==> src/rtl/weprom_sched_if.sv <==
// Requester and serial-writer signal bundle for weprom_sched.
// master: scheduler side.  slave: requesters plus EPROM writer side.
interface weprom_sched_if #(
    parameter int NREQ = 2
);
    logic [NREQ-1:0]   req;
    logic [NREQ*8-1:0] req_addr;
    logic [NREQ*8-1:0] req_data;
    logic [NREQ-1:0]   gnt;
    logic [NREQ-1:0]   done;
    logic [NREQ-1:0]   err;
    logic              cs;
    logic              address;
    logic              data;
    logic              ack;
    logic              out_vaild;
    logic              busy;

    modport master (
        input  req, req_addr, req_data, ack, out_vaild,
        output gnt, done, err, cs, address, data, busy
    );

    modport slave (
        output req, req_addr, req_data, ack, out_vaild,
        input  gnt, done, err, cs, address, data, busy
    );
endinterface

==> src/rtl/weprom_sched.sv <==
// Round-robin scheduler sharing one serial EPROM writer between NREQ
// requesters. The granted requester's address and data bytes are framed as
// {4'b1000, byte}, shifted out MSB-first under cs, then the scheduler waits
// for the writer's ack and for its serial output to drain. Missing acks are
// retried up to MAX_RETRY times; the outcome is returned as a done or err
// pulse to the granted requester.
module weprom_sched #(
    parameter int NREQ        = 2,
    parameter int LEAD        = 3,
    parameter int ACK_TIMEOUT = 16,
    parameter int OUT_TIMEOUT = 80,
    parameter int MAX_RETRY   = 2,
    parameter int GAP         = 2
) (
    input logic            clk,
    input logic            rst,
    weprom_sched_if.master bus
);
    localparam int FRAME_LEN = LEAD + 12;
    localparam int CMAX1     = (FRAME_LEN > ACK_TIMEOUT) ? FRAME_LEN : ACK_TIMEOUT;
    localparam int CMAX2     = (CMAX1 > OUT_TIMEOUT) ? CMAX1 : OUT_TIMEOUT;
    localparam int CMAX      = (CMAX2 > GAP) ? CMAX2 : GAP;
    localparam int CW        = $clog2(CMAX + 1);
    localparam int PW        = (NREQ > 1) ? $clog2(NREQ) : 1;
    localparam int RW        = (MAX_RETRY > 0) ? $clog2(MAX_RETRY + 1) : 1;

    localparam logic [CW-1:0] FRAME_LAST = CW'(FRAME_LEN - 1);
    localparam logic [CW-1:0] ACK_LAST   = CW'(ACK_TIMEOUT - 1);
    localparam logic [CW-1:0] OUT_LAST   = CW'(OUT_TIMEOUT - 1);
    localparam logic [CW-1:0] GAP_LAST   = CW'(GAP - 1);
    localparam logic [RW-1:0] RETRY_MAX  = RW'(MAX_RETRY);
    localparam logic [3:0]    HDR        = 4'b1000;

    typedef enum logic [2:0] {
        IDLE,
        ARB,
        FRAME,
        WAIT_ACK,
        GAP_RETRY,
        WAIT_OUT,
        GAP_END
    } state_t;

    state_t          state;
    logic [CW-1:0]   cnt;
    logic [PW-1:0]   ptr;
    logic [RW-1:0]   retry;
    logic [11:0]     addr_frame;
    logic [11:0]     data_frame;
    logic [11:0]     addr_sh;
    logic [11:0]     data_sh;
    logic            ov_seen;

    logic [PW-1:0]   win;
    logic            win_found;
    logic [NREQ-1:0] win_onehot;
    logic [PW-1:0]   scan;
    logic [7:0]      sel_addr;
    logic [7:0]      sel_data;
    logic [11:0]     next_addr;
    logic [11:0]     next_data;
    logic            frame_start;

    // Round-robin pick starting just after the last winner, plus the frame
    // source for the next FRAME entry (fresh words from ARB, latched on retry).
    always_comb begin
        win        = '0;
        win_found  = 1'b0;
        win_onehot = '0;
        scan       = '0;
        for (int unsigned i = 1; i <= NREQ; i++) begin
            scan = PW'((32'(ptr) + i) % NREQ);
            if (!win_found && bus.req[scan]) begin
                win_found = 1'b1;
                win       = scan;
            end
        end
        win_onehot[win] = 1'b1;
        sel_addr        = bus.req_addr[32'(win) * 8 +: 8];
        sel_data        = bus.req_data[32'(win) * 8 +: 8];
        next_addr       = (state == ARB) ? {HDR, sel_addr} : addr_frame;
        next_data       = (state == ARB) ? {HDR, sel_data} : data_frame;
        frame_start     = ((state == ARB) && win_found) ||
                          ((state == GAP_RETRY) && (cnt == GAP_LAST));
    end

    // Transaction FSM; every output is a register updated here.
    always_ff @(posedge clk or posedge rst) begin
        if (rst) begin
            state       <= IDLE;
            cnt         <= '0;
            ptr         <= PW'(NREQ - 1);
            retry       <= '0;
            addr_frame  <= '0;
            data_frame  <= '0;
            addr_sh     <= '0;
            data_sh     <= '0;
            ov_seen     <= 1'b0;
            bus.gnt     <= '0;
            bus.done    <= '0;
            bus.err     <= '0;
            bus.cs      <= 1'b0;
            bus.address <= 1'b0;
            bus.data    <= 1'b0;
            bus.busy    <= 1'b0;
        end else begin
            bus.done <= '0;
            bus.err  <= '0;
            cnt      <= (cnt == '1) ? cnt : cnt + 1'b1;

            case (state)
                IDLE: begin
                    if (|bus.req) begin
                        state    <= ARB;
                        bus.busy <= 1'b1;
                    end
                end

                ARB: begin
                    if (win_found) begin
                        state      <= FRAME;
                        ptr        <= win;
                        retry      <= '0;
                        bus.gnt    <= win_onehot;
                        addr_frame <= {HDR, sel_addr};
                        data_frame <= {HDR, sel_data};
                    end else begin
                        state    <= IDLE;
                        bus.busy <= 1'b0;
                    end
                end

                FRAME: begin
                    if (cnt == FRAME_LAST) begin
                        state       <= WAIT_ACK;
                        cnt         <= '0;
                        bus.cs      <= 1'b0;
                        bus.address <= 1'b0;
                        bus.data    <= 1'b0;
                    end else if (32'(cnt) + 32'd1 >= 32'(LEAD)) begin
                        // Shift one cycle ahead so bit 11 appears exactly at c = LEAD.
                        bus.address <= addr_sh[11];
                        bus.data    <= data_sh[11];
                        addr_sh     <= {addr_sh[10:0], 1'b0};
                        data_sh     <= {data_sh[10:0], 1'b0};
                    end
                end

                WAIT_ACK: begin
                    if (bus.ack) begin
                        state   <= WAIT_OUT;
                        cnt     <= '0;
                        ov_seen <= 1'b0;
                    end else if (cnt == ACK_LAST) begin
                        cnt <= '0;
                        if (retry < RETRY_MAX) begin
                            retry <= retry + 1'b1;
                            state <= GAP_RETRY;
                        end else begin
                            bus.err <= bus.gnt;
                            state   <= GAP_END;
                        end
                    end
                end

                GAP_RETRY: begin
                    if (cnt == GAP_LAST) begin
                        state <= FRAME;
                    end
                end

                WAIT_OUT: begin
                    ov_seen <= ov_seen | bus.out_vaild;
                    if (ov_seen && !bus.out_vaild) begin
                        bus.done <= bus.gnt;
                        state    <= GAP_END;
                        cnt      <= '0;
                    end else if (cnt == OUT_LAST) begin
                        bus.err <= bus.gnt;
                        state   <= GAP_END;
                        cnt     <= '0;
                    end
                end

                GAP_END: begin
                    // gnt is still high during the done/err cycle, dropped after it.
                    bus.gnt <= '0;
                    if (cnt == GAP_LAST) begin
                        state    <= IDLE;
                        bus.busy <= 1'b0;
                    end
                end

                default: begin
                    state    <= IDLE;
                    bus.busy <= 1'b0;
                end
            endcase

            // Common FRAME entry for first attempt and retries.
            if (frame_start) begin
                cnt    <= '0;
                bus.cs <= 1'b1;
                if (LEAD == 0) begin
                    bus.address <= next_addr[11];
                    bus.data    <= next_data[11];
                    addr_sh     <= {next_addr[10:0], 1'b0};
                    data_sh     <= {next_data[10:0], 1'b0};
                end else begin
                    bus.address <= 1'b0;
                    bus.data    <= 1'b0;
                    addr_sh     <= next_addr;
                    data_sh     <= next_data;
                end
            end
        end
    end
endmodule
==> src/flat_wrapper.sv <==
// flat-port wrapper written by rule: the top's interface ports become plain ports
module weprom_sched_flat 
#(
    parameter int NREQ        = 2,
    parameter int LEAD        = 3,
    parameter int ACK_TIMEOUT = 16,
    parameter int OUT_TIMEOUT = 80,
    parameter int MAX_RETRY   = 2,
    parameter int GAP         = 2
)
  (clk, rst, bus_req, bus_req_addr, bus_req_data, bus_ack, bus_out_vaild, bus_gnt, bus_done, bus_err, bus_cs, bus_address, bus_data, bus_busy);
  weprom_sched_if #(.NREQ(NREQ)) bus_i ();
  input logic clk;
  input logic rst;
  input wire logic [$bits(bus_i.req)-1:0] bus_req;
  input wire logic [$bits(bus_i.req_addr)-1:0] bus_req_addr;
  input wire logic [$bits(bus_i.req_data)-1:0] bus_req_data;
  input wire logic [$bits(bus_i.ack)-1:0] bus_ack;
  input wire logic [$bits(bus_i.out_vaild)-1:0] bus_out_vaild;
  output wire logic [$bits(bus_i.gnt)-1:0] bus_gnt;
  output wire logic [$bits(bus_i.done)-1:0] bus_done;
  output wire logic [$bits(bus_i.err)-1:0] bus_err;
  output wire logic [$bits(bus_i.cs)-1:0] bus_cs;
  output wire logic [$bits(bus_i.address)-1:0] bus_address;
  output wire logic [$bits(bus_i.data)-1:0] bus_data;
  output wire logic [$bits(bus_i.busy)-1:0] bus_busy;
  assign bus_i.req = bus_req;
  assign bus_i.req_addr = bus_req_addr;
  assign bus_i.req_data = bus_req_data;
  assign bus_i.ack = bus_ack;
  assign bus_i.out_vaild = bus_out_vaild;
  assign bus_gnt = bus_i.gnt;
  assign bus_done = bus_i.done;
  assign bus_err = bus_i.err;
  assign bus_cs = bus_i.cs;
  assign bus_address = bus_i.address;
  assign bus_data = bus_i.data;
  assign bus_busy = bus_i.busy;
  weprom_sched #(.NREQ(NREQ), .LEAD(LEAD), .ACK_TIMEOUT(ACK_TIMEOUT), .OUT_TIMEOUT(OUT_TIMEOUT), .MAX_RETRY(MAX_RETRY), .GAP(GAP)) u_core (.clk(clk), .rst(rst), .bus(bus_i));
endmodule
==> config.mk <==
export PLATFORM = sky130hd
export DESIGN_NAME = weprom_sched_flat
export DESIGN_NICKNAME = d
export VERILOG_FILES = /design/src/rtl/weprom_sched_if.sv /design/src/rtl/weprom_sched.sv /design/src/flat_wrapper.sv
export SDC_FILE = /design/constraint.sdc
export NUM_CORES = 1
export LEC_CHECK = 0
export BUFFER_PORTS_ARGS = -buffer_cell sky130_fd_sc_hd__buf_2
export CORE_ASPECT_RATIO = 0.6
export CORE_UTILIZATION = 40
export DETAILED_ROUTE_END_ITERATION = 16
export PLACE_DENSITY = 0.58
export SLEW_MARGIN = 40
export SYNTH_ARGS = -nofsm -noshare
export SYNTH_HDL_FRONTEND = slang
export SYNTH_SLANG_ARGS = --single-unit
==> constraint.sdc <==
create_clock -name clk -period 1.95 [get_ports clk]
set_clock_uncertainty 0.1 [all_clocks]
set_input_delay 0.195 -clock clk [delete_from_list [all_inputs] [get_ports clk]]
set_output_delay 0.195 -clock clk [all_outputs]
set_load 0.005 [all_outputs]
==> results of run 1 <==
==> worst paths after layout <==
path,depth (start not counted),end,slack (ps)
setup / recovery,8,u_core.data_sh[7]$_DFFE_PP0P_,-160
hold / removal,3,u_core.ov_seen$_DFFE_PP0P_,40
setup reg to reg,8,u_core.data_sh[7]$_DFFE_PP0P_,-160
hold reg to reg,2,u_core.addr_frame[0]$_DFFE_PP0P_,380
max in group asynchronous,4,u_core.ptr$_DFFE_PP1P_,820
min in group asynchronous,3,u_core.bus.gnt[0]$_DFFE_PP0P_,300
==> flip-flops by register name, indices dropped and copies added (netlist names) <==
name,cells
u_core.data_frame,9
u_core.ov_seen,1
u_core.bus.err,2
u_core.retry,2
u_core.bus.done,2
u_core.addr_frame,8
u_core.bus.data,1
u_core.bus.address,1
u_core.bus.gnt,2
u_core.ptr,1
u_core.state,3
u_core.bus.busy,1
u_core.cnt,7
u_core.bus.cs,1
u_core.addr_sh,12
u_core.data_sh,12
==> power by group <==
group | switching (mW) | internal (mW) | total, mW | leakage (nW)
registers | 0.312 | 1.87 | 2.18 | 0.809
logic | 2.16 | 1.78 | 3.93 | 1.22
clock network | 0.576 | 1.02 | 1.60 | 0.144
total | 3.05 | 4.66 | 7.71 | 2.18
==> cells in the final DEF, fill, tap and decap left out, types with 4 or more instances in the layout <==
master	count
o21ai_1	4
buf_4	44
o21ai_2	7
buf_6	11
clkbuf_16	9
a31oi_1	12
nand2_1	40
nor2_1	37
and2_1	4
a21oi_1	36
nand2b_1	5
dfrtp_1	61
a31oi_2	4
buf_2	47
o21ai_0	36
mux2i_1	19
nand3_1	13
==> layer usage <==
layer  up-vias  global-route usage  wire length [um]
met1      1521              0.3553              5034
met3        13             0.05982               613
met5         -                   0                 0
li1       1566                   -                 -
met4         0             0.07453               112
met2       101              0.2921              3846
==> cell type report <==
type / instances / area, um^2 / area share
Clock buffer: 13 / 250.2 / 0.05191
Clock inverter: 3 / 40.04 / 0.008305
Multi-Input combinational cell: 288 / 2004 / 0.4158
Sequential cell: 65 / 1632 / 0.3384
Inverter: 4 / 15.01 / 0.003114
Timing Repair Buffer: 105 / 739.5 / 0.1534
Tap cell: 112 / 140.1 / 0.02907
==> per-stage QoR <==
step | hold WS (ps) | total power, mW
after detailed placement | 98.28 | 5.335
after global placement | 97.68 | 5.260
after CTS | 36.93 | 7.241
after floorplan | 258.6 | 4.314
after global routing | 55.11 | 8.282
final | 42.09 | 7.710
==> logic make-up (layout without fill, tap and decap cells) <==
group | Yosys count | in the layout | synth area share
buffers and inverters | 32 | 125 | 0.04777
multiplexers | 19 | 19 | 0.05419
AO/OA/AOI/OAI | 129 | 131 | 0.2239
adder cells (fa/ha/maj) | 3 | 3 | 0.01070
flip-flops | 65 | 65 | 0.4638
XOR/XNOR | 5 | 5 | 0.01248
AND/OR/NAND/NOR | 130 | 130 | 0.1872
==> worst reg2reg max path, stage by stage, from the launching register on <==
cell      delay [ps]
dfrtp_1          390
buf_6            130
ha_4             190
and3_4           160
nand4b_4         220
a221oi_4         260
buf_6            160
nor2_4            50
a221o_2          340
==> what timing repair did <==
item / in CTS / in global routing
pin swaps: 7 / 15
endpoints found under the hold margin: 15 / 0
hold buffers: 1 / 0
setup buffers: 3 / 3
resized for setup: 23 / 48
cloned: 1 / 2
endpoints found under the setup margin: 38 / 42
==> flow_summary_export.csv, run 1 <==
group,metric,value,unit
run_status,status,"complete, but fails checks",
run_status,violations,"negative setup slack",
worst_hold_path,hold_path.class,"in2reg",
routing,routed-via-count,3201,
worst_setup_path,crit_path_end_kind,"register",
synthesis,synthTopCellsByArea,"dfrtp_1 (46%), o21ai_0 (6.6%), mux2i_1 (5.4%)",
floorplanning,coreArea,0.008523,mm^2
synthesis,syn-num-nets,424,
worst_setup_path,crit_start,"u_core.cnt[1]$_DFF_PP0_",
worst_setup_path,start_kind,"register",
finish,fin_nets,514,
worst_setup_path,path_cells,"buf_6 -> ha_4 -> and3_4 -> nand4b_4 -> a221oi_4 -> buf_6 -> nor2_4 -> a221o_2",
worst_setup_path,critPathSlowestCell,"dfrtp_1",
grt,grt_max_degree,51,
synthesis,synth.distinct_cells,55,
flow_run,maxCapViolCount,0,
worst_setup_path,cp_common_cell,"buf_6",
sta,tns,-2280,ps
floorplanning,dieArea,0.009165,mm^2
synthesis,synth_seq_cells,65,
routing,drc,0,
placement,gp_congestion,0.8837,
synthesis,yosysTopAreaCellShare,0.4563,
pwr,p_leak,2.177,nW
synthesis,syn_avg_cell_area,9.163,um^2
sta,slew_headroom,0.6804,
routing,ant_nets,0,
routing,wl_per_cell,16.28,um
sta,tightest_slew,474.3,ps
grt,grt_pass1_vias,2899,
sta,fin_ws,-163.4,ps
synthesis,yosysMostFrequentCell,"dfrtp_1",
routing,drt_pass1_iterations,4,
clock_tree,cts_made_buffers,9,
worst_setup_path,slowest_delay,390,ps
placement,post-place-ws,-235.3,ps
finish,instances_no_fill,590,
worst_setup_path,critPathKind,"reg2reg",
placement,dp.cells,564,
floorplanning,start_util,0.4118,
clock_tree,clockBufferDepth,2,
synthesis,synthFlopType,"dfrtp_1",
clock_tree,cts-root-buf,"clkbuf_16",
worst_hold_path,hold_start,"bus_out_vaild",
floorplanning,die_x,122.9,um
clock_tree,cts_max_level,3,
worst_setup_path,critPathMaxFanout,5,
worst_setup_path,crit_arrival,2230,ps
worst_setup_path,crit_family,"compound AO/OA/AOI/OAI gates",
placement,post-dp-hpwl,6297,um
grt,grt_pass1_wl,15440,um
synthesis,yosysSeqAreaShare,0.4638,
sta,finalHoldViolations,0,
synthesis,async_reset_ff_frac,1.000,
routing,first_iter_violations,289,
grt,globalRoute.totalOverflow,0,
finish,post-route-util,0.5656,
floorplanning,rows,26,
synthesis,synth-edff-count,0,
synthesis,yosysTopAreaCell,"dfrtp_1",
sta,finalSetupViolCount,28,
grt,antenna_found_initial,0,
synthesis,synthCells,383,
worst_setup_path,r2r-start,"u_core.cnt[1]$_DFF_PP0_",
floorplanning,pin_count,48,
routing,routed_wl,9606,um
worst_setup_path,crit_buf_inv,2,
clock_tree,clkTransAtPathRegs,50,ps
clock_tree,cts_tree,"done",
synthesis,synth_area,0.003510,mm^2
finish,fin_area,0.004821,mm^2
clock_tree,cts.sinks,65,
sta,rsz0062_at_grt,"yes",
worst_setup_path,critical_path_required,2060,ps
placement,portBuffers,47,
sta,maxSlewViolCount,0,
pwr,power_per_cell_area,1599,mW/mm^2
sta,min_period,2113,ps
synthesis,yosys_warnings,0,
sta,post-route-period-util,1.084,
grt,grt_use_total,0.2265,
synthesis,synth_common_cells,"dfrtp_1 (64), o21ai_0 (46), nand2_1 (43)",
sta,fmax,473.2,MHz
clock_tree,insertion_delay,330,ps
finish,drive_above_1_share,0.3703,
finish,nFillCells,791,
floorplanning,die_h,74.56,um
routing,vias_per_cell,5.425,
pwr,vdd_drop_max,0.5871,mV
finish,n_antenna_cell,0,
finish,syn2layout_area_growth,37.36,%
placement,placed_area,0.004159,mm^2
Note: power is estimated with default switching activity, not from simulation.
==> inputs of run 2 (changes only) <==
--- a/config.mk
+++ b/config.mk
@@ -7,9 +7,10 @@
 export LEC_CHECK = 0
 export BUFFER_PORTS_ARGS = -buffer_cell sky130_fd_sc_hd__buf_2
 export CORE_ASPECT_RATIO = 0.6
+export CORE_MARGIN = 1.5
 export CORE_UTILIZATION = 40
 export DETAILED_ROUTE_END_ITERATION = 16
-export PLACE_DENSITY = 0.58
+export PLACE_DENSITY = 0.56
 export SLEW_MARGIN = 40
 export SYNTH_ARGS = -nofsm -noshare
 export SYNTH_HDL_FRONTEND = slang
==> constraint.sdc (replaced) <==
create_clock -name clk -period 2.35 [get_ports clk]
set_clock_uncertainty 0.1 [all_clocks]
set_input_delay 0.235 -clock clk [delete_from_list [all_inputs] [get_ports clk]]
set_output_delay 0.235 -clock clk [all_outputs]
set_load 0.005 [all_outputs]
==> flow_summary_export.csv, run 2 (same netlist as run 1, synthesis figures left out) <==
group,metric,value,unit
run_status,status,"finished clean",
finish,largestRegisters,"u_core.addr_sh x12, u_core.data_sh x12, u_core.data_frame x9",
worst_setup_path,crit_family,"compound AO/OA/AOI/OAI gates",
pwr,total_power,5.659,mW
pwr,p_leak,1.923,nW
finish,seqCellArea,0.001628,mm^2
placement,placed_area,0.003913,mm^2
sta,rsz0062_at_grt,"yes",
worst_setup_path,reg2regPathDepth,6,
pwr,power_per_cell_area,1324,mW/mm^2
finish,fin_area,0.004274,mm^2
worst_setup_path,critPathSlowestCell,"dfrtp_1",
pwr,vdd_drop_max,0.5566,mV
worst_setup_path,reg2reg_to,"u_core.data_sh[7]$_DFFE_PP0P_",
routing,wl_per_cell,15.88,um
worst_hold_path,hold_path.class,"in2reg",
finish,multi_input_area,0.001785,mm^2
finish,syn2layout_area_growth,21.78,%
sta,finalSetupViolCount,0,
clock_tree,cts_tree,"done",
grt,grt_max_degree,66,
grt,antenna_found_initial,0,
worst_setup_path,critPathKind,"reg2reg",
floorplanning,rows,26,
sta,finalHoldViolations,0,
sta,fmax,444.1,MHz
sta,maxSlewViolCount,0,
worst_setup_path,path_cells,"ha_2 -> and3_2 -> nand4b_4 -> a221oi_4 -> nor2_4 -> a221o_2",
sta,holdWs,75.66,ps
worst_hold_path,min_path_cells,3,
routing,vias_per_cell,5.397,
clock_tree,clkTransAtPathRegs,60,ps
clock_tree,insertion_delay,330,ps
routing,first_iter_violations,258,
floorplanning,die_x,123.9,um
placement,post-dp-hpwl,5918,um
finish,post-route-util,0.5015,
finish,fin_nets,478,
worst_setup_path,regToRegSetupSlack,100,ps
clock_tree,cts_max_level,3,
finish,instances_no_fill,554,
routing,ant_nets,0,
floorplanning,start_util,0.4118,
worst_hold_path,hold_start,"bus_out_vaild",
floorplanning,dieArea,0.009363,mm^2
routing,routed-via-count,2990,
sta,post-route-period-util,0.9581,
clock_tree,cts_setup_buffers,0,
sta,slew_headroom,0.6145,
grt,grt_use_met2,0.2634,
grt,grt_use_total,0.2019,
sta,min_period,2252,ps
grt,grt_pass1_wl,14230,um
finish,layout_commonest_cell,"dfrtp_1",
clock_tree,cts_made_buffers,9,
worst_setup_path,start_kind,"register",
worst_setup_path,slowest_delay,430,ps
clock_tree,cts.sinks,65,
flow_run,maxCapViolCount,0,
worst_hold_path,hold_path_end,"u_core.ov_seen$_DFFE_PP0P_",
worst_setup_path,critical_path_required,2460,ps
clock_tree,cts-root-buf,"clkbuf_16",
sta,tightest_slew,575.8,ps
finish,drive_above_1_share,0.2443,
finish,nFillCells,801,
routing,routed_wl,8799,um
grt,grtUsageMet3,0.05015,
clock_tree,clockBufferDepth,2,
finish,n_antenna_cell,0,
grt,grtUsageMet1,0.3192,
worst_setup_path,r2r-start,"u_core.cnt[0]$_DFF_PP0_",
worst_setup_path,crit_path_end_kind,"register",
finish,layout_common_cells,"dfrtp_1 (64), buf_2 (47), o21ai_0 (46)",
floorplanning,die_h,75.56,um
placement,dp.cells,535,
placement,gp_congestion,0.8050,
floorplanning,coreArea,0.008523,mm^2
routing,drt_pass1_iterations,5,
grt,globalRoute.totalOverflow,0,
worst_setup_path,crit_buf_inv,0,
placement,portBuffers,47,
worst_setup_path,critPathMaxFanout,11,
worst_setup_path,crit_arrival,2360,ps
grt,grt_pass1_vias,2748,
floorplanning,pin_count,48,
routing,drc,0,
grt,busiest_layer,"met1",
run 2: cell types whose count changed in the layout (fill, tap and decap cells not counted), moves of 3 or more:
cell / change
nor3_1: +3
a31oi_2: -4
o21ai_0: +10
buf_4: -24
dfrtp_2: -3
buf_6: -11
nand2_1: +3
a31oi_1: +4
dfrtp_1: +3
o21ai_2: -6
o21ai_1: -4
run 2: through the flow:
step           TNS, ps  setup WS [ps]
4_1_cts              0          46.41
3_5_place_dp         0          12.45
2_1_floorplan        0          185.0
5_1_grt         -34.13         -23.60
6_report             0          98.42
3_3_place_gp         0          96.11
run 2: layer usage:
layer / wire length [um] / vias up
met5: 0 / -
met4: 64 / 0
met2: 3512 / 76
li1: - / 1488
met3: 405 / 5
met1: 4816 / 1421
run 2: where the power goes:
part	switching [mW]	total, mW	internal, mW
Sequential	0.284	1.83	1.55
Combinational	1.49	2.51	1.02
Clock	0.467	1.31	0.847
run 2: worst max path at each step:
stage,to,from,cells after the start,slack (ps)
after global routing,u_core.data_sh[7]$_DFFE_PP0P_,u_core.cnt[0]$_DFF_PP0_,6,-20
after detailed placement,u_core.data_sh[2]$_DFFE_PP0P_,u_core.cnt[0]$_DFF_PP0_,6,10
final,u_core.data_sh[7]$_DFFE_PP0P_,u_core.cnt[0]$_DFF_PP0_,6,100
after floorplan,u_core.data_sh[2]$_DFFE_PP0P_,u_core.cnt[0]$_DFF_PP0_,7,190
after global placement,u_core.cnt[1]$_DFF_PP0_,u_core.cnt[1]$_DFF_PP0_,7,100
after CTS,u_core.bus.data$_DFFE_PP0P_,u_core.cnt[0]$_DFF_PP0_,6,50
run 2: cell type report:
type,instances,share of cell area
Clock buffer,13,0.05855
Clock inverter,3,0.009368
Inverter,4,0.003513
Multi-Input combinational cell,288,0.4177
Sequential cell,65,0.3809
Tap cell,112,0.03279
Timing Repair Buffer,69,0.09719
run 2: worst min-delay path: stages:
cell and delay, ps:
buf_2 80, a21oi_1 50, nor2_1 90
run 2: repair_timing:
action,CTS,global route
pin swaps,0,3
cloned,0,2
setup endpoints to repair,4,17
hold endpoints to repair,64,0
hold buffers,1,0
resized for setup,1,6
